`src/rtl/m_pipe_addsub_pkg.sv`:
```
`default_nettype none
// ============================================================================
// Module      : m_pipe_addsub_pkg
// Description : Shared constants and helpers for the pipelined adder/subtractor.
// Revision    : 1.0 - initial release
// ============================================================================
`ifndef D_N
`define D_N 32
`endif

package m_pipe_addsub_pkg;

    localparam int c_D_N = `D_N;

    // Full-adder carry: majority of the three inputs.
    function automatic logic f_maj(input logic a, input logic b, input logic c);
        return (a & b) | (c & (a ^ b));
    endfunction

    function automatic bit f_params_ok(input int n, input int s);
        return (s >= 1) && (s <= n) && ((n % s) == 0);
    endfunction

endpackage

`default_nettype wire

```
`src/rtl/m_pipe_addsub_add_seg.sv`:
```
`default_nettype none
// ============================================================================
// Module      : m_add_seg
// Description : Combinational W-bit ripple adder made of full-adder cells.
//               Also exposes the carry into the MSB for overflow detection.
// Revision    : 1.0 - initial release
// ============================================================================
module m_add_seg
    import m_pipe_addsub_pkg::*;
#(
    parameter int W = 8
) (
    input  logic [W-1:0] i_a,
    input  logic [W-1:0] i_b,
    input  logic         i_ci,
    output logic [W-1:0] o_s,
    output logic         o_co,
    output logic         o_cm
);

    logic [W:0] w_c;

    assign w_c[0] = i_ci;

    genvar i;
    for (i = 0; i < W; i++) begin : g_fa
        assign o_s[i]   = i_a[i] ^ i_b[i] ^ w_c[i];
        assign w_c[i+1] = f_maj(i_a[i], i_b[i], w_c[i]);
    end

    assign o_co = w_c[W];
    assign o_cm = w_c[W-1];

endmodule

`default_nettype wire

```
`src/rtl/m_pipe_addsub.sv`:
```
`default_nettype none
// ============================================================================
// Module      : m_pipe_addsub
// Description : P_S-stage pipelined adder/subtractor with valid/ready on both
//               sides; one W-bit segment is added per stage.
// Revision    : 1.0 - initial release
// ============================================================================
module m_pipe_addsub
    import m_pipe_addsub_pkg::*;
#(
    parameter int P_N = c_D_N,
    parameter int P_S = 4
) (
    input  logic           w_clk,
    input  logic           w_rst,
    input  logic           w_in_valid,
    output logic           w_in_ready,
    input  logic [P_N-1:0] w_a,
    input  logic [P_N-1:0] w_b,
    input  logic           w_sub,
    output logic           w_out_valid,
    input  logic           w_out_ready,
    output logic [P_N-1:0] w_s,
    output logic           w_cout,
    output logic           w_ovf
);

    localparam int c_W = P_N / P_S;

    if (!f_params_ok(P_N, P_S)) begin : g_param_check
        $error("m_pipe_addsub: P_N (%0d) must be a multiple of P_S (%0d)", P_N, P_S);
    end

    logic [P_S-1:0] r_vld;
    logic [P_N-1:0] r_a [P_S];
    logic [P_N-1:0] r_b [P_S];
    logic [P_N-1:0] r_s [P_S];
    logic [P_S-1:0] r_c;
    logic           r_ovf;

    logic           w_stall;
    logic [P_S-1:0] w_vin;
    logic [P_S-1:0] w_ci;
    logic [P_N-1:0] w_op_a [P_S];
    logic [P_N-1:0] w_op_b [P_S];
    logic [P_N-1:0] w_acc  [P_S];
    logic [c_W-1:0] w_seg_s  [P_S];
    logic           w_seg_co [P_S];
    logic           w_seg_cm [P_S];

    assign w_stall    = w_out_valid & ~w_out_ready;
    assign w_in_ready = ~w_stall;

    // Operands travel shifted right by one segment per stage, so every stage
    // adds the low W bits of what it receives. Results shift in from the top.
    always_comb begin
        w_vin[0]  = w_in_valid;
        w_op_a[0] = w_a;
        w_op_b[0] = w_sub ? ~w_b : w_b;
        w_ci[0]   = w_sub;
        w_acc[0]  = '0;
        for (int k = 1; k < P_S; k++) begin
            w_vin[k]  = r_vld[k-1];
            w_op_a[k] = r_a[k-1];
            w_op_b[k] = r_b[k-1];
            w_ci[k]   = r_c[k-1];
            w_acc[k]  = r_s[k-1];
        end
    end

    genvar g;
    for (g = 0; g < P_S; g++) begin : g_seg
        m_add_seg #(
            .W (c_W)
        ) u_add_seg (
            .i_a  (w_op_a[g][c_W-1:0]),
            .i_b  (w_op_b[g][c_W-1:0]),
            .i_ci (w_ci[g]),
            .o_s  (w_seg_s[g]),
            .o_co (w_seg_co[g]),
            .o_cm (w_seg_cm[g])
        );
    end

    // A stall freezes every stage, valid bits included; bubbles are not compacted.
    always_ff @(posedge w_clk or posedge w_rst) begin
        if (w_rst) begin
            r_vld <= '0;
            r_c   <= '0;
            r_ovf <= 1'b0;
            for (int k = 0; k < P_S; k++) begin
                r_a[k] <= '0;
                r_b[k] <= '0;
                r_s[k] <= '0;
            end
        end else if (!w_stall) begin
            r_vld <= w_vin;
            r_ovf <= w_seg_co[P_S-1] ^ w_seg_cm[P_S-1];
            for (int k = 0; k < P_S; k++) begin
                r_a[k] <= w_op_a[k] >> c_W;
                r_b[k] <= w_op_b[k] >> c_W;
                r_s[k] <= (w_acc[k] >> c_W) | (P_N'(w_seg_s[k]) << (P_N - c_W));
                r_c[k] <= w_seg_co[k];
            end
        end
    end

    assign w_out_valid = r_vld[P_S-1];
    assign w_s         = r_s[P_S-1];
    assign w_cout      = r_c[P_S-1];
    assign w_ovf       = r_ovf;

endmodule

`default_nettype wire
```
`config.mk`:
```
export PLATFORM = sky130hd
export DESIGN_NAME = m_pipe_addsub
export DESIGN_NICKNAME = d
export VERILOG_FILES = /design/src/rtl/m_pipe_addsub_pkg.sv /design/src/rtl/m_pipe_addsub_add_seg.sv /design/src/rtl/m_pipe_addsub.sv
export SDC_FILE = /design/constraint.sdc
export NUM_CORES = 1
export LEC_CHECK = 0
export CORE_MARGIN = 2
export CORE_UTILIZATION = 40
export CTS_BUF_LIST = sky130_fd_sc_hd__clkbuf_4 sky130_fd_sc_hd__clkbuf_8 sky130_fd_sc_hd__clkbuf_16
export CTS_CLUSTER_DIAMETER = 150
export DETAILED_ROUTE_END_ITERATION = 8
export DONT_BUFFER_PORTS = 1
export PLACE_DENSITY = 0.58
export SYNTH_ARGS = -nofsm -noshare
export SYNTH_HDL_FRONTEND = slang
export SYNTH_SLANG_ARGS = --single-unit
```
`constraint.sdc`:
```
create_clock -name w_clk -period 11.5 [get_ports w_clk]
set_clock_uncertainty 0.2 [all_clocks]
set_input_delay 1.15 -clock w_clk [delete_from_list [all_inputs] [get_ports w_clk]]
set_output_delay 1.15 -clock w_clk [all_outputs]
set_load 0.02 [all_outputs]
```
After elaboration in Yosys (flattened, before gate mapping)

Index checks and enable logic that the tools add are counted.

Bitwise gates (word level): 168
Muxes and demuxes: 1

Operators by type and width:

| kind                                           | count |
|---|---|
| 24-bit by 32-bit bitwise OR with 32-bit output | 3 |
| 1-bit bitwise AND                              | 65 |
| 1-bit XOR                                      | 65 |
| 32-bit two-way mux                             | 1 |
| 32-bit NOT                                     | 1 |
| 1-bit bitwise OR                               | 32 |
| 1-bit NOT                                      | 2 |

Logic and storage cells: 182
Register bits after elaboration: 209
Input bits: 69

Logic depth before layout (Yosys ltp)

Depth after elaboration: 19
Gate-level depth with buffers: 13
Gate-level depth less buffers: 13

Cells and area by module

A second synthesis with hierarchy kept.

Cell total of the unflattened synthesis: 534
Area total of the unflattened synthesis: 8481.9 um^2

Modules (own cells, without submodules):

| module        | area an instance (um^2) | seq. area each (um^2) | cells each | instances |
|---|---|---|---|---|
| m_pipe_addsub | 7691.1                  | 4629.4                | 462        | 1 |
| m_add_seg     | 197.7                   | 0.0                   | 18         | 4 |

Worst setup path before layout

Ideal clock, no wire load.

Kind: input-to-reg
Start: input w_sub
End: register r_s[127] (netlist name)
Stages on the path: 13
Arrival: 4.597 ns
Slack: 6.578 ns
Cell sequence: clkbuf_1 buf_2 xor2_1 fa_1 inv_1 fa_1 fa_1 fa_1 fa_1 fa_1 inv_1 fa_1 mux2_2

Longest elaborated chain between the ends: 17
Elaborated cells between the ends (all ways): 31

RTL lines:

| element                        | line                        | source |
|---|---|---|
| start: declaration             | m_pipe_addsub.sv:20         | `input logic w_sub,` |
| 32-bit two-way mux             | m_pipe_addsub.sv:59         | `w_op_b[0] = w_sub ? ~w_b : w_b;` |
| 1-bit XOR                      | m_pipe_addsub_pkg.sv:17     | `return (a & b) \| (c & (a ^ b));` |
| 1-bit bitwise AND              | m_pipe_addsub_pkg.sv:17     |  |
| 1-bit bitwise OR               | m_pipe_addsub_pkg.sv:17     |  |
| 1-bit bitwise AND              | m_pipe_addsub_pkg.sv:17     |  |
| 1-bit bitwise OR               | m_pipe_addsub_pkg.sv:17     |  |
| 1-bit bitwise AND              | m_pipe_addsub_pkg.sv:17     |  |
| 1-bit bitwise OR               | m_pipe_addsub_pkg.sv:17     |  |
| [... 2 more ...]               | -                           |  |
| 1-bit bitwise AND              | m_pipe_addsub_pkg.sv:17     |  |
| 1-bit bitwise OR               | m_pipe_addsub_pkg.sv:17     |  |
| 1-bit bitwise AND              | m_pipe_addsub_pkg.sv:17     |  |
| 1-bit bitwise OR               | m_pipe_addsub_pkg.sv:17     |  |
| 1-bit bitwise AND              | m_pipe_addsub_pkg.sv:17     |  |
| 1-bit bitwise OR               | m_pipe_addsub_pkg.sv:17     |  |
| 1-bit XOR (*)                  | m_pipe_addsub_add_seg.sv:27 | `assign o_s[i] = i_a[i] ^ i_b[i] ^ w_c[i];` |
| via g_seg[0].u_add_seg.o_s[7]  | m_pipe_addsub_add_seg.sv:16 | `output logic [W-1:0] o_s,` |
| end signal: indexed assignment | m_pipe_addsub.sv:102        | `r_s[k] <= (w_acc[k] >> c_W) \| (P_N'(w_seg_s[k]) << (P_N - c_W));` |
| end: declaration               | m_pipe_addsub.sv:37         | `logic [P_N-1:0] r_s [P_S];` |

The timed path passes the listed nets; every way through them passes the cells marked *.
A chain may end at the register's enable or synchronous reset.

Worst setup path in the final report

Start: register r_c[0]
End: register r_s[95] (netlist name)

Longest elaborated chain between the ends: 16

RTL lines:

| element                                        | line                        | source |
|---|---|---|
| start: declaration                             | m_pipe_addsub.sv:38         | `logic [P_S-1:0] r_c;` |
| start signal: indexed assignment               | m_pipe_addsub.sv:103        | `r_c[k] <= w_seg_co[k];` |
| 1-bit bitwise AND                              | m_pipe_addsub_pkg.sv:17     |  |
| 1-bit bitwise OR                               | m_pipe_addsub_pkg.sv:17     |  |
| 1-bit bitwise AND                              | m_pipe_addsub_pkg.sv:17     |  |
| 1-bit bitwise OR                               | m_pipe_addsub_pkg.sv:17     |  |
| 1-bit bitwise AND                              | m_pipe_addsub_pkg.sv:17     |  |
| 1-bit bitwise OR                               | m_pipe_addsub_pkg.sv:17     |  |
| 1-bit bitwise AND                              | m_pipe_addsub_pkg.sv:17     |  |
| 1-bit bitwise OR                               | m_pipe_addsub_pkg.sv:17     |  |
| 1-bit bitwise AND                              | m_pipe_addsub_pkg.sv:17     |  |
| 1-bit bitwise OR                               | m_pipe_addsub_pkg.sv:17     |  |
| 1-bit bitwise AND                              | m_pipe_addsub_pkg.sv:17     |  |
| 1-bit bitwise OR                               | m_pipe_addsub_pkg.sv:17     |  |
| 1-bit bitwise AND                              | m_pipe_addsub_pkg.sv:17     |  |
| 1-bit bitwise OR                               | m_pipe_addsub_pkg.sv:17     |  |
| 1-bit XOR                                      | m_pipe_addsub_add_seg.sv:27 |  |
| 24-bit by 32-bit bitwise OR with 32-bit output | m_pipe_addsub.sv:102        |  |

Every way passes these cells.

==> run_results.csv <==
group,metric,value,unit
routing,first_pass_iters,4,
sta,rsz0062_at_grt,"false",
logic_synthesis,syn_nets,639,
sta,fmax,232,MHz
critical_path,cp-end-kind,"flip-flop",
critical_path,cp_slowest_stage_delay,0.50,ns
placement,pre_cts_slack,6.90,ns
routing,avgViaCountPerCell,4.85,
cells_and_area,post_route_cells_drive_above_1_share,0.404,
flow_run,drv_cap,0,
clock_tree,cts.sinks,185,
pwr,p_per_area,289,nW/µm²
routing,wl_per_cell,17.8,µm
global_route,gr-usage-all-layers,0.135,
sta,period_share,0.376,
hold_path,whs_path_depth,1,
global_route,grt_pass1_vias,4272,
routing,vias,3841,
critical_path,required,11.64,ns
logic_synthesis,avgSynthCellArea,15.6,µm²
sta,slew_viol_final,0,
global_route,grt_max_degree,108,
critical_path,start_kind,"flip-flop",
global_route,grt_pass1_wl,22900,µm
floorplan,fp.dieW,149,µm
placement,dp_hpwl,9080,µm
cells_and_area,syn_to_final_growth,5.91,%
logic_synthesis,synth_top_area_frac,0.549,
clock_tree,cts_buffers,17,
floorplan,io_pins,105,
logic_synthesis,synth.largest_area_cell,"dfrtp_1",
logic_synthesis,synthTopCellsByArea,"dfrtp_1, mux2_2, mux2_4, fa_1, buf_4",
floorplan,start_util,0.405,
sta,layout_setup_ws,7.18,ns
routing,wirelength,14100,µm
clock_tree,clk_latency,0.42,ns
floorplan,die_h,149,µm
cells_and_area,diodes,0,
clock_tree,clock_path_buffers,2,
sta,max_slew_margin,0.342,
global_route,grt-ovfl-total,0,
clock_tree,cts_htree_levels,4,
clock_tree,cts_setup_buffers,0,
critical_path,crit_top_cell,"fa_1",
logic_synthesis,yosysWarningCount,0,
critical_path,worst-setup-path-type,"reg2reg",
floorplan,dieArea,22200,µm²
clock_tree,cts_resized,0,
critical_path,critPathSlowestCell,"fa_1",
outcome,outcome,"finished clean",
sta,hold_viol,0,
cells_and_area,nets,604,
logic_synthesis,synth_seq_cells,185,
logic_synthesis,synth_area,8430,µm²
floorplan,rows,53,
cells_and_area,num-fill-cells,1915,
global_route,antenna_found_initial,0,
sta,setup_viol,0,
sta,final.min_clock_period,4.32,ns
placement,gp_congestion,0.741,
sta,timing.setup.tns,0,ns
sta,tightest_slew,0.988,ns
routing,drtIter0Drc,160,
logic_synthesis,syn_inst,539,
critical_path,path_cells,"fa_1 -> inv_1 -> fa_1 -> inv_1 -> fa_1 -> fa_1 -> fa_1 -> fa_1 -> fa_1 -> inv_1 -> fa_1 -> a21oi_1",
clock_tree,cts_tree,"done",
pwr,power.leakage,3.92,nW
hold_path,hp-class,"reg2reg",
logic_synthesis,ys_types,17,
routing,drc,0,
critical_path,cp_max_fo,2,
pwr,ir_drop,0.0998,mV
floorplan,core,20800,µm²
clock_tree,hold_buffers,0,
placement,port_buffers,0,
critical_path,arrival,4.46,ns
clock_tree,clk_pin_slew_worst_paths,0.07,ns
logic_synthesis,ys_seq_area_frac,0.549,
critical_path,r2r_cells,12,
clock_tree,cts_root_buf,"clkbuf_16",
routing,ant_nets,0,
==> worst max-delay path, delay by kind of cell (launching register included) <==
kind,cells,cell delay (ns)
flops,1,0.40
fa+ha+maj,8,3.28
compound gates,1,0.13
buf+inv,3,0.23
==> report_power, final <==
group	internal [mW]	total [mW]	switching (mW)
Sequential	0.946	1.20	0.253
Combinational	0.500	0.814	0.314
Clock	0.313	0.565	0.252
==> per-stage QoR <==
step	hold slack (ns)	std cells	instance area (µm²)	power (mW)	util
finish	0.266	792	8930	2.58	0.429
global route	0.293	792	8930	2.77	0.429
CTS	0.278	792	8930	2.63	0.429
detailed placement	0.259	760	8350	2.04	0.401
global placement	0.244	760	8350	2.01	0.401
floorplan	0.228	539	8430	1.94	-
==> path summary, 6_finish.rpt <==
check | from | to | slack, ns
min in group asynchronous | w_rst | w_ovf$_DFFE_PP0N_ | 0.48
min | r_vld[2]$_DFFE_PP0N_ | r_vld[3]$_DFFE_PP0N_ | 0.27
max in group asynchronous | w_rst | r_a[118]$_DFFE_PP0N_ | 9.06
min reg2reg | r_vld[2]$_DFFE_PP0N_ | r_vld[3]$_DFFE_PP0N_ | 0.27
max | r_c[0]$_DFFE_PP0N_ | r_s[95]$_DFFE_PP0N_ | 7.18
max reg2reg | r_c[0]$_DFFE_PP0N_ | r_s[95]$_DFFE_PP0N_ | 7.18
==> routing by layer <==
| layer | wire length, µm | global-route usage | vias to the layer above |
|---|---|---|---|
| li1 | - | - | 1715 |
| met1 | 6450 | 0.178 | 2047 |
| met2 | 6920 | 0.214 | 67 |
| met3 | 552 | 0.0404 | 12 |
| met4 | 164 | 0.0457 | 0 |
| met5 | 0 | 0 | - |
==> cell usage in the layout (no fill, tap or decap), drive strengths merged, types with 7 or more instances in the layout <==
cell	instances
clkbuf	20
mux2	169
dfrtp	185
clkinv	7
nor3b	14
xnor2	8
fa	31
inv	33
xor2	25
a21oi	14
==> cells in the mapped netlist <==
master and number:
fa_1 31, buf_2 7, dfrtp_1 185, xnor2_1 8, clkbuf_1 3, buf_6 16, xor2_1 25, mux2_4 51
a21oi_1 14, inv_1 29, nor2b_1 1, nor3b_1 14, nand2b_1 1, mux2_2 118, buf_4 33, inv_2 1
mux2i_1 2
==> sequential cells by signal, summed over array words and instances (netlist names) <==
register / cells
r_vld: 4
r_s: 48
r_c: 4
w_ovf: 1
r_a: 48
w_s: 32
r_b: 48
==> logic make-up after synthesis <==
family / after synthesis / share of synthesized area
buf+inv: 89 / 0.0696
fa+ha+maj: 31 / 0.0736
xor+xnor: 33 / 0.0343
compound gates: 14 / 0.00831
mux: 171 / 0.251
simple gates: 16 / 0.0140
flops: 185 / 0.549
==> final cells by class <==
| type | instances | area, µm² | area share |
|---|---|---|---|
| flip-flops and latches | 185 | 4630 | 0.519 |
| multi-input cells | 265 | 3220 | 0.361 |
| clock buffers | 20 | 454 | 0.0509 |
| well taps | 275 | 344 | 0.0385 |
| inverters | 30 | 123 | 0.0137 |
| clock inverters | 12 | 119 | 0.0133 |
| repair buffers | 5 | 37.5 | 0.00421 |
No activity file was read; power rests on OpenSTA's default activity.
